<file path="src/rtl/exception_pipe.sv">
// exception_pipe: one-stage FP exception classifier with
// valid/ready handshake, sticky class flags and event counter.
module exception_pipe #(
   parameter  int EXP_W  = 4,
   parameter  int MAN_W  = 3,
   parameter  int CNT_W  = 8,
   localparam int DATA_W = 1 + EXP_W + MAN_W
) (
   input  logic              CLK,
   input  logic              RST,
   input  logic              IN_VALID,
   output logic              IN_READY,
   input  logic [1:0]        FP_OPERATION,
   input  logic [DATA_W-1:0] OP_A,
   input  logic [DATA_W-1:0] OP_B,
   input  logic [3:0]        EXCE_MASK,
   output logic              OUT_VALID,
   input  logic              OUT_READY,
   output logic              OP_IS_EXCEPTION,
   output logic [2:0]        FP_EXCE,
   output logic [3:0]        STICKY_FLAGS,
   input  logic              STICKY_CLR,
   output logic [CNT_W-1:0]  EXCE_COUNT
);

   typedef enum logic [1:0] {
      OP_ADD = 2'b00,
      OP_SUB = 2'b01,
      OP_MUL = 2'b10,
      OP_DIV = 2'b11
   } fp_op_e;

   typedef enum logic [2:0] {
      EXC_NONE = 3'b000,
      EXC_QNAN = 3'b001,
      EXC_SNAN = 3'b010,
      EXC_INV  = 3'b011,
      EXC_ZDIV = 3'b100
   } exc_e;

   // Class vector bit positions match EXCE_MASK / STICKY_FLAGS.
   localparam int B_QNAN = 0;
   localparam int B_SNAN = 1;
   localparam int B_INV  = 2;
   localparam int B_ZDIV = 3;

   logic [EXP_W-1:0] exp_a, exp_b;
   logic [MAN_W-1:0] man_a, man_b;
   logic             sgn_a, sgn_b;
   logic             nan_a, nan_b;
   logic             snan_a, snan_b;
   logic             inf_a, inf_b;
   logic             zero_a, zero_b;
   logic             invalid;
   logic             div_zero;
   fp_op_e           op;

   exc_e             code;
   logic [3:0]       cls_vec;
   logic             unmasked;
   logic             accept;

   logic             out_valid_q, out_valid_d;
   exc_e             fp_exce_q, fp_exce_d;
   logic             is_exc_q, is_exc_d;
   logic [3:0]       sticky_q, sticky_d;
   logic [CNT_W-1:0] cnt_q, cnt_d;

   assign sgn_a = OP_A[DATA_W-1];
   assign sgn_b = OP_B[DATA_W-1];
   assign exp_a = OP_A[DATA_W-2 -: EXP_W];
   assign exp_b = OP_B[DATA_W-2 -: EXP_W];
   assign man_a = OP_A[MAN_W-1:0];
   assign man_b = OP_B[MAN_W-1:0];
   assign op    = fp_op_e'(FP_OPERATION);

   // Operand field classification.
   always_comb begin
      nan_a  = (&exp_a) && (|man_a);
      nan_b  = (&exp_b) && (|man_b);
      snan_a = nan_a && !man_a[MAN_W-1];
      snan_b = nan_b && !man_b[MAN_W-1];
      inf_a  = (&exp_a) && !(|man_a);
      inf_b  = (&exp_b) && !(|man_b);
      zero_a = !(|exp_a) && !(|man_a);
      zero_b = !(|exp_b) && !(|man_b);
   end

   // Per-operation invalid and divide-by-zero detection.
   always_comb begin
      invalid  = 1'b0;
      div_zero = 1'b0;
      unique case (op)
         OP_ADD: invalid = inf_a && inf_b && (sgn_a != sgn_b);
         OP_SUB: invalid = inf_a && inf_b && (sgn_a == sgn_b);
         OP_MUL: invalid = (zero_a && inf_b) || (inf_a && zero_b);
         OP_DIV: begin
            invalid  = (zero_a && zero_b) || (inf_a && inf_b);
            div_zero = zero_b && !zero_a && !inf_a && !nan_a;
         end
      endcase
   end

   // Prioritised exception code: NaN, then invalid, then div-by-zero.
   always_comb begin
      code    = EXC_NONE;
      cls_vec = 4'b0000;
      unique case (1'b1)
         (nan_a || nan_b): begin
            if (snan_a || snan_b) begin
               code            = EXC_SNAN;
               cls_vec[B_SNAN] = 1'b1;
            end else begin
               code            = EXC_QNAN;
               cls_vec[B_QNAN] = 1'b1;
            end
         end
         (!(nan_a || nan_b) && invalid): begin
            code           = EXC_INV;
            cls_vec[B_INV] = 1'b1;
         end
         (!(nan_a || nan_b) && !invalid && div_zero): begin
            code            = EXC_ZDIV;
            cls_vec[B_ZDIV] = 1'b1;
         end
         default: begin
            code    = EXC_NONE;
            cls_vec = 4'b0000;
         end
      endcase
      unmasked = |(cls_vec & ~EXCE_MASK);
   end

   assign IN_READY = !out_valid_q || OUT_READY;
   assign accept   = IN_VALID && IN_READY;

   // Next-state for result register, flags and counter.
   always_comb begin
      out_valid_d = out_valid_q;
      fp_exce_d   = fp_exce_q;
      is_exc_d    = is_exc_q;
      sticky_d    = sticky_q;
      cnt_d       = cnt_q;
      if (accept) begin
         out_valid_d = 1'b1;
         fp_exce_d   = code;
         is_exc_d    = unmasked;
      end else if (OUT_READY) begin
         out_valid_d = 1'b0;
         fp_exce_d   = EXC_NONE;
         is_exc_d    = 1'b0;
      end
      if (STICKY_CLR) begin
         sticky_d = 4'b0000;
         cnt_d    = '0;
      end
      if (accept) begin
         sticky_d = sticky_d | cls_vec;
         if (unmasked && !(&cnt_d)) begin
            cnt_d = cnt_d + 1'b1;
         end
      end
   end

   // State registers with synchronous reset.
   always_ff @(posedge CLK) begin
      if (RST) begin
         out_valid_q <= 1'b0;
         fp_exce_q   <= EXC_NONE;
         is_exc_q    <= 1'b0;
         sticky_q    <= 4'b0000;
         cnt_q       <= '0;
      end else begin
         out_valid_q <= out_valid_d;
         fp_exce_q   <= fp_exce_d;
         is_exc_q    <= is_exc_d;
         sticky_q    <= sticky_d;
         cnt_q       <= cnt_d;
      end
   end

   assign OUT_VALID       = out_valid_q;
   assign FP_EXCE         = fp_exce_q;
   assign OP_IS_EXCEPTION = is_exc_q;
   assign STICKY_FLAGS    = sticky_q;
   assign EXCE_COUNT      = cnt_q;

endmodule

</file>
<file path="config.mk">
export PLATFORM = sky130hd
export DESIGN_NAME = exception_pipe
export DESIGN_NICKNAME = d
export VERILOG_FILES = /design/src/rtl/exception_pipe.sv
export SDC_FILE = /design/constraint.sdc
export NUM_CORES = 1
export LEC_CHECK = 0
export CAP_MARGIN = 5
export CORE_MARGIN = 10
export CORE_UTILIZATION = 37
export CTS_BUF_LIST = sky130_fd_sc_hd__clkbuf_16
export CTS_CLUSTER_DIAMETER = 40
export CTS_CLUSTER_SIZE = 40
export DETAILED_ROUTE_END_ITERATION = 7
export GPL_ROUTABILITY_DRIVEN = 0
export PLACE_DENSITY = 0.75
export SLEW_MARGIN = 20
export SYNTH_ARGS = -nofsm -noshare
export SYNTH_HDL_FRONTEND = slang
export SYNTH_SLANG_ARGS = --single-unit
</file>
<file path="constraint.sdc">
create_clock -name CLK -period 2.45 [get_ports CLK]
set_clock_uncertainty 0.05 [all_clocks]
set_input_delay 0.49 -clock CLK [delete_from_list [all_inputs] [get_ports CLK]]
set_output_delay 0.49 -clock CLK [all_outputs]
set_load 0.01 [all_outputs]
</file>
======== Word level (Yosys, flattened, before mapping) ========
Cells that the tools add are included.
word-level totals
  memories kept ........................... 0
  input port bits ......................... 27
  bits in latches ......................... 0
  bits in read-only memories .............. 0
  logic and storage cells ................. 83
  output and inout bits ................... 18
  flip-flop bits (word level) ............. 17
  bits in writable memories ............... 0
operators by class
  multiply operators ...................... 0
  divide/modulo/power cells ............... 0
  equality and inequality tests ........... 5
  shifts and indexed selects .............. 0
  multiplexer cells ....................... 19
  order comparisons ....................... 0
  add/subtract/negate cells ............... 1
  reductions and logical operators ........ 50
  bitwise operators ....................... 3
operators with widths
  kind                   count
  $mux W8                3
  $logic_and A1 B1 Y1    22
  $logic_not A1 Y1       13
  $reduce_or A4 Y1       3
  $pmux W3 S3            1
  $add A8 B1 Y8 const B  1
  $mux W1                8
  $mux W4                2
  $reduce_and A4 Y1      2
  $reduce_and A8 Y1      1
  $mux W3                2
  $reduce_or A3 Y1       2
  $logic_or A1 B1 Y1     5
  $and A4 B4 Y4          1
  $eq A2 B2 Y1 const B   2
  $mux W2                2
  $not A4 Y4             1
  $or A4 B4 Y4           1
  $pmux W1 S4            1
  $eq A2 B1 Y1 const B   1
  $logic_not A2 Y1       1
  $reduce_bool A2 Y1     1
  $eq A1 B1 Y1           1
  $ne A1 B1 Y1           1

======== Longest topological paths before layout ========
  depth after elaboration ................. 15
  gate-level depth with buffers ........... 8
  depth with buffers taken out ............ 7

======== Worst setup path after synthesis ========
OpenSTA, ideal clock, no wires.
  kind .................................... input to register
  start ................................... in OP_B[7]
  end ..................................... reg cnt_q[2] (netlist: EXCE_COUNT[2])
  slack ................................... 0.093 ns
  arrival ................................. 2.184 ns
  data required time ...................... 2.277 ns
  stages on the path ...................... 8
  setup time .............................. 0.123 ns
  buffers on the path ..................... 1
  cells stage by stage .................... xnor3_1 -> nor3_1 -> nor4b_1 -> or3_1 -> a311o_2 -> buf_6 -> nand4_1 -> mux2_1
between the ends
  word-level cells in the longest chain between the ends .. 12
  elaborated cells between the ends (all ways) .. 16
  those cells by class .................... 2 x eq/ne; 5 x mux; 1 x bitwise; 8 x reduce/logical
ends and longest elaborated chain
  what                                                 RTL line  source
  start, declared                                      15        input logic [DATA_W-1:0] OP_B,
  $eq A1 B1 Y1 / $ne A1 B1 Y1 (equally long branches)  95, 94
  $logic_and A1 B1 Y1 (on tied branches)               95, 94
  $pmux W1 S4 *                                        93        unique case (op)
  $logic_not A1 Y1                                     122       (!(nan_a || nan_b) && !invalid && div_zero): begin
  $logic_and A1 B1 Y1 (2 in a row)                     122
  $mux W1                                              108       unique case (1'b1)
  $and A4 B4 Y4 *                                      131       unmasked = |(cls_vec & ~EXCE_MASK);
  $reduce_or A4 Y1 *                                   131
  $logic_and A1 B1 Y1 *                                159       if (unmasked && !(&cnt_d)) begin
  $mux W8 *                                            159
  $mux W8 *                                            157       if (accept) begin
  end signal, assigned                                 178       cnt_q <= cnt_d;
  end, declared                                        67        logic [CNT_W-1:0] cnt_q, cnt_d;
Mark *: on every way between the ends. The rest lies on a longest branch, timed or not.
A chain may end at the register's enable or synchronous reset.

======== Final worst setup path ========
  start ................................... in OP_B[2]
  end ..................................... reg cnt_q[2] (netlist: EXCE_COUNT[2])
between the ends
  word-level cells in the longest chain between the ends .. 15
  elaborated cells between the ends (all ways) .. 37
  those cells by class .................... 9 x mux; 1 x bitwise; 27 x reduce/logical
ends and longest elaborated chain
  what                                              RTL line    source
  $reduce_or A3 Y1                                  80, 84, 86
  $logic_not A1 Y1                                  84, 86
  $logic_and A1 B1 Y1 (on tied branches)            86, 84
  $logic_and A1 B1 Y1 (on tied branches)            n/a
  $logic_or A1 B1 Y1, or another cell as far along  98          invalid = (zero_a && zero_b) || (inf_a && inf_b);
  $pmux W1 S4                                       93
  $logic_not A1 Y1                                  122
  $logic_and A1 B1 Y1 (2 in a row)                  122
  $mux W1                                           108
  $and A4 B4 Y4 *                                   131
  $reduce_or A4 Y1 *                                131
  $logic_and A1 B1 Y1 *                             159
  $mux W8 *                                         159
  $mux W8 *                                         157
Marks and branches as above.

==> results.json <==
{
  "netlist_instances": 125,
  "nets": 219,
  "grt_util_all_layers_pct": 13.9,
  "switching_share_pct": 22.8,
  "worst_ep_required_time_ps": 2530,
  "vias": 1251,
  "io_pins": 45,
  "clockBufferDepth": 2,
  "dieArea_sq_um": 5210,
  "stdcell_count": 220,
  "max_freq_mhz": 412,
  "crit_path_start_kind": "input port",
  "coreArea_sq_um": 2540,
  "whs_path_depth": 2,
  "r2r_start": "EXCE_COUNT[3]",
  "crit_chain": "clkdlybuf4s50_1 > or3_4 > a21oi_1 > or3_1 > a311o_2 > nand4_1 > mux2_1",
  "cp.arrival_ps": 2510,
  "powerDensity_nw_per_um2": 412,
  "syn_to_final_growth_pct": 75.8,
  "synth_top_area_cell": "dfxtp_1",
  "vias_per_cell": 5.69,
  "clk_latency_ps": 250,
  "tritoncts": "yes",
  "slew_headroom_pct": 68.9,
  "yosysUniqueCellTypes": 40,
  "nFillCells": 200,
  "die_h_um": 72.2,
  "path_max_fanout": 6,
  "grt_overflow": 0,
  "regArea_sq_um": 340,
  "max_stage_delay_ps": 530,
  "hold_viol": 0,
  "worst_slew_pin_slew_ps": 466,
  "synthMostInstantiatedCell": "dfxtp_1",
  "post_drt_wl_per_cell_um": 17.8,
  "p_int_w": 0.000564,
  "power_switching_w": 0.000166,
  "initial_core_util_pct": 39.6,
  "comb_power_share_pct": 16.8,
  "min_from": "FP_EXCE[0]",
  "placement_rows": 18,
  "cts.sinks": 17,
  "drt-total-wl_mm": 3.92,
  "synth_edf_count": 0,
  "grt_pass1_wl_mm": 5.92,
  "synth_nets": 153,
  "ys.flop_type": "dfxtp_1",
  "ys_ff_latch": 17,
  "yosysTopAreaCellShare_pct": 33.7,
  "hold_ws_ps": 396,
  "crit_type": "in2reg",
  "grt_max_degree": 12,
  "remaining_drc_errors": 0,
  "drv_cap": 0,
  "io_buffers": 44,
  "cpMaxStageDelayCell": "clkdlybuf4s50_1",
  "outcome": "completed",
  "synthTopCellsByArea": "dfxtp_1, nor2_1, a21oi_1",
  "drtAntennaViolNets": 0,
  "multi_input_area_sq_um": 707,
  "clkTransAtPathRegs_ps": 50,
  "synth_top_cells_by_count": "dfxtp_1, nor2_1, nand2_1, a21oi_1, nand4_1",
  "grt_pass1_vias": 1261,
  "power_frac_clock_pct": 44.7,
  "reg2reg_depth": 5,
  "final-setup-viol-count": 0,
  "fin_crit_sh_pct": 99.0,
  "drive_gt1_share_pct": 21.6,
  "r2r-end": "EXCE_COUNT[7]",
  "cts-root-buf": "clkbuf_16",
  "power_frac_seq_pct": 38.5,
  "async_flop_share_pct": 0,
  "hold_path.class": "reg2reg",
  "critPathCaptureType": "flop",
  "leakagePower_nw": 0.762,
  "insertedDiodeCount": 0,
  "slew_violations": 0,
  "drtIter0Drc": 52,
  "yosys_warnings": 0,
  "fin_crit_ps": 2430,
  "die_w_um": 72.2,
  "hold_buffers": 0,
  "dp_cells": 211,
  "worst-r2r-setup-slack_ps": 660,
  "numCtsBuffers": 3,
  "syn_area_per_cell_sq_um": 8.07,
  "htree_levels": 1,
  "grt_antenna_before_repair": 0,
  "peakVddDrop_v": 0.000395,
  "syn_area_sq_um": 1010,
  "finalPower_w": 0.000731,
  "drtPass1Iterations": 4,
  "min_to": "FP_EXCE[0]",
  "yosysSeqAreaShare_pct": 33.7,
  "hpwl_mm": 2.76
}
worst max path at each step:
| stage | cells after the start | slack, ps | to | startpoint |
|---|---|---|---|---|
| floorplan | 8 | 90 | EXCE_COUNT[2] | OP_B[7] |
| global placement | 8 | -420 | EXCE_COUNT[2] | OP_A[1] |
| detailed placement | 8 | -490 | EXCE_COUNT[2] | OP_A[1] |
| CTS | 8 | 20 | EXCE_COUNT[7] | OP_A[1] |
| global route | 8 | -0.6 | EXCE_COUNT[7] | OP_B[3] |
| finish | 7 | 20 | EXCE_COUNT[2] | OP_B[2] |
cell usage in the layout (no fill, tap or decap), types with 2 or more instances in the layout:
cell,Yosys,layout
dlygate4sd2_1,0,9
or3_1,5,4
dfxtp_1,17,17
nand3_1,6,5
nor3_2,0,4
a21oi_1,10,10
nand3_2,1,2
clkdlybuf4s15_1,0,3
and2_1,2,2
buf_4,0,19
nor2b_1,2,2
and3_1,5,5
inv_1,3,3
nand2_1,12,12
clkdlybuf4s50_1,0,28
a22o_1,2,2
dlymetal6s2s_1,0,4
mux2_1,3,2
clkbuf_16,0,3
nand4_1,7,7
mux2i_1,3,3
o22ai_1,2,2
nor2_1,15,15
per-layer routing:
layer  vias to the layer above  routed length (um)  track usage, %
met5                         -                   0               0
met4                         0                 115            5.81
met3                        10                 198            4.08
met2                        35                2100            26.2
met1                       609                1500            13.7
li1                        597                   -               -
power by group through the flow:
stage / Sequential, W / Combinational [W] / Clock, W
floorplan: 0.000288 / 0.0000386 / 0
global placement: 0.000287 / 0.000113 / 0
detailed placement: 0.000287 / 0.000115 / 0
CTS: 0.000281 / 0.000117 / 0.000327
global route: 0.000281 / 0.000131 / 0.000343
finish: 0.000281 / 0.000123 / 0.000327
worst max-delay path: cells and delay by family:
family          cells  cell delay [ps]
simple gates        3              670
buf+inv             1              530
compound gates      2              500
mux                 1              330
logic make-up after synthesis:
kind of cell,synth area share (%)
AOI/OAI and AO/OA,15.6
xor gates and xnor gates,2.23
adders and majority gates,1.24
DFF,33.7
buffers and inverters,3.35
muxes,7.44
and+or+nand+nor,36.4
through the flow:
stage / utilization [%] / cell area (sq um) / TNS (ps) / setup WS [ps]
final: 69.7 / 1770 / 0 / 24.5
after global routing: 69.7 / 1770 / -0.619 / -0.619
after CTS: 67.7 / 1720 / 0 / 21.0
after detailed placement: 62.1 / 1580 / -4340 / -494
after global placement: 62.1 / 1580 / -3720 / -418
after floorplan: - / 1010 / 0 / 92.6
layout make-up:
class | count | share of cell area (%)
multi-input cells | 101 | 39.9
repair buffers | 64 | 33.5
flip-flops and latches | 17 | 19.2
clock buffers | 3 | 4.23
well taps | 30 | 2.12
inverters | 4 | 0.847
clock inverters | 1 | 0.282
flip-flops by register name (all words and copies together) (netlist names):
signal,cells
OUT_VALID,1
STICKY_FLAGS,4
OP_IS_EXCEPTION,1
FP_EXCE,3
EXCE_COUNT,8
timing repair:
action,CTS,global route
setup buffers,5,0
resized for setup,21,13
pin swaps,13,11
endpoints found under the setup margin,11,9
Power figures use the tool's default switching activity.
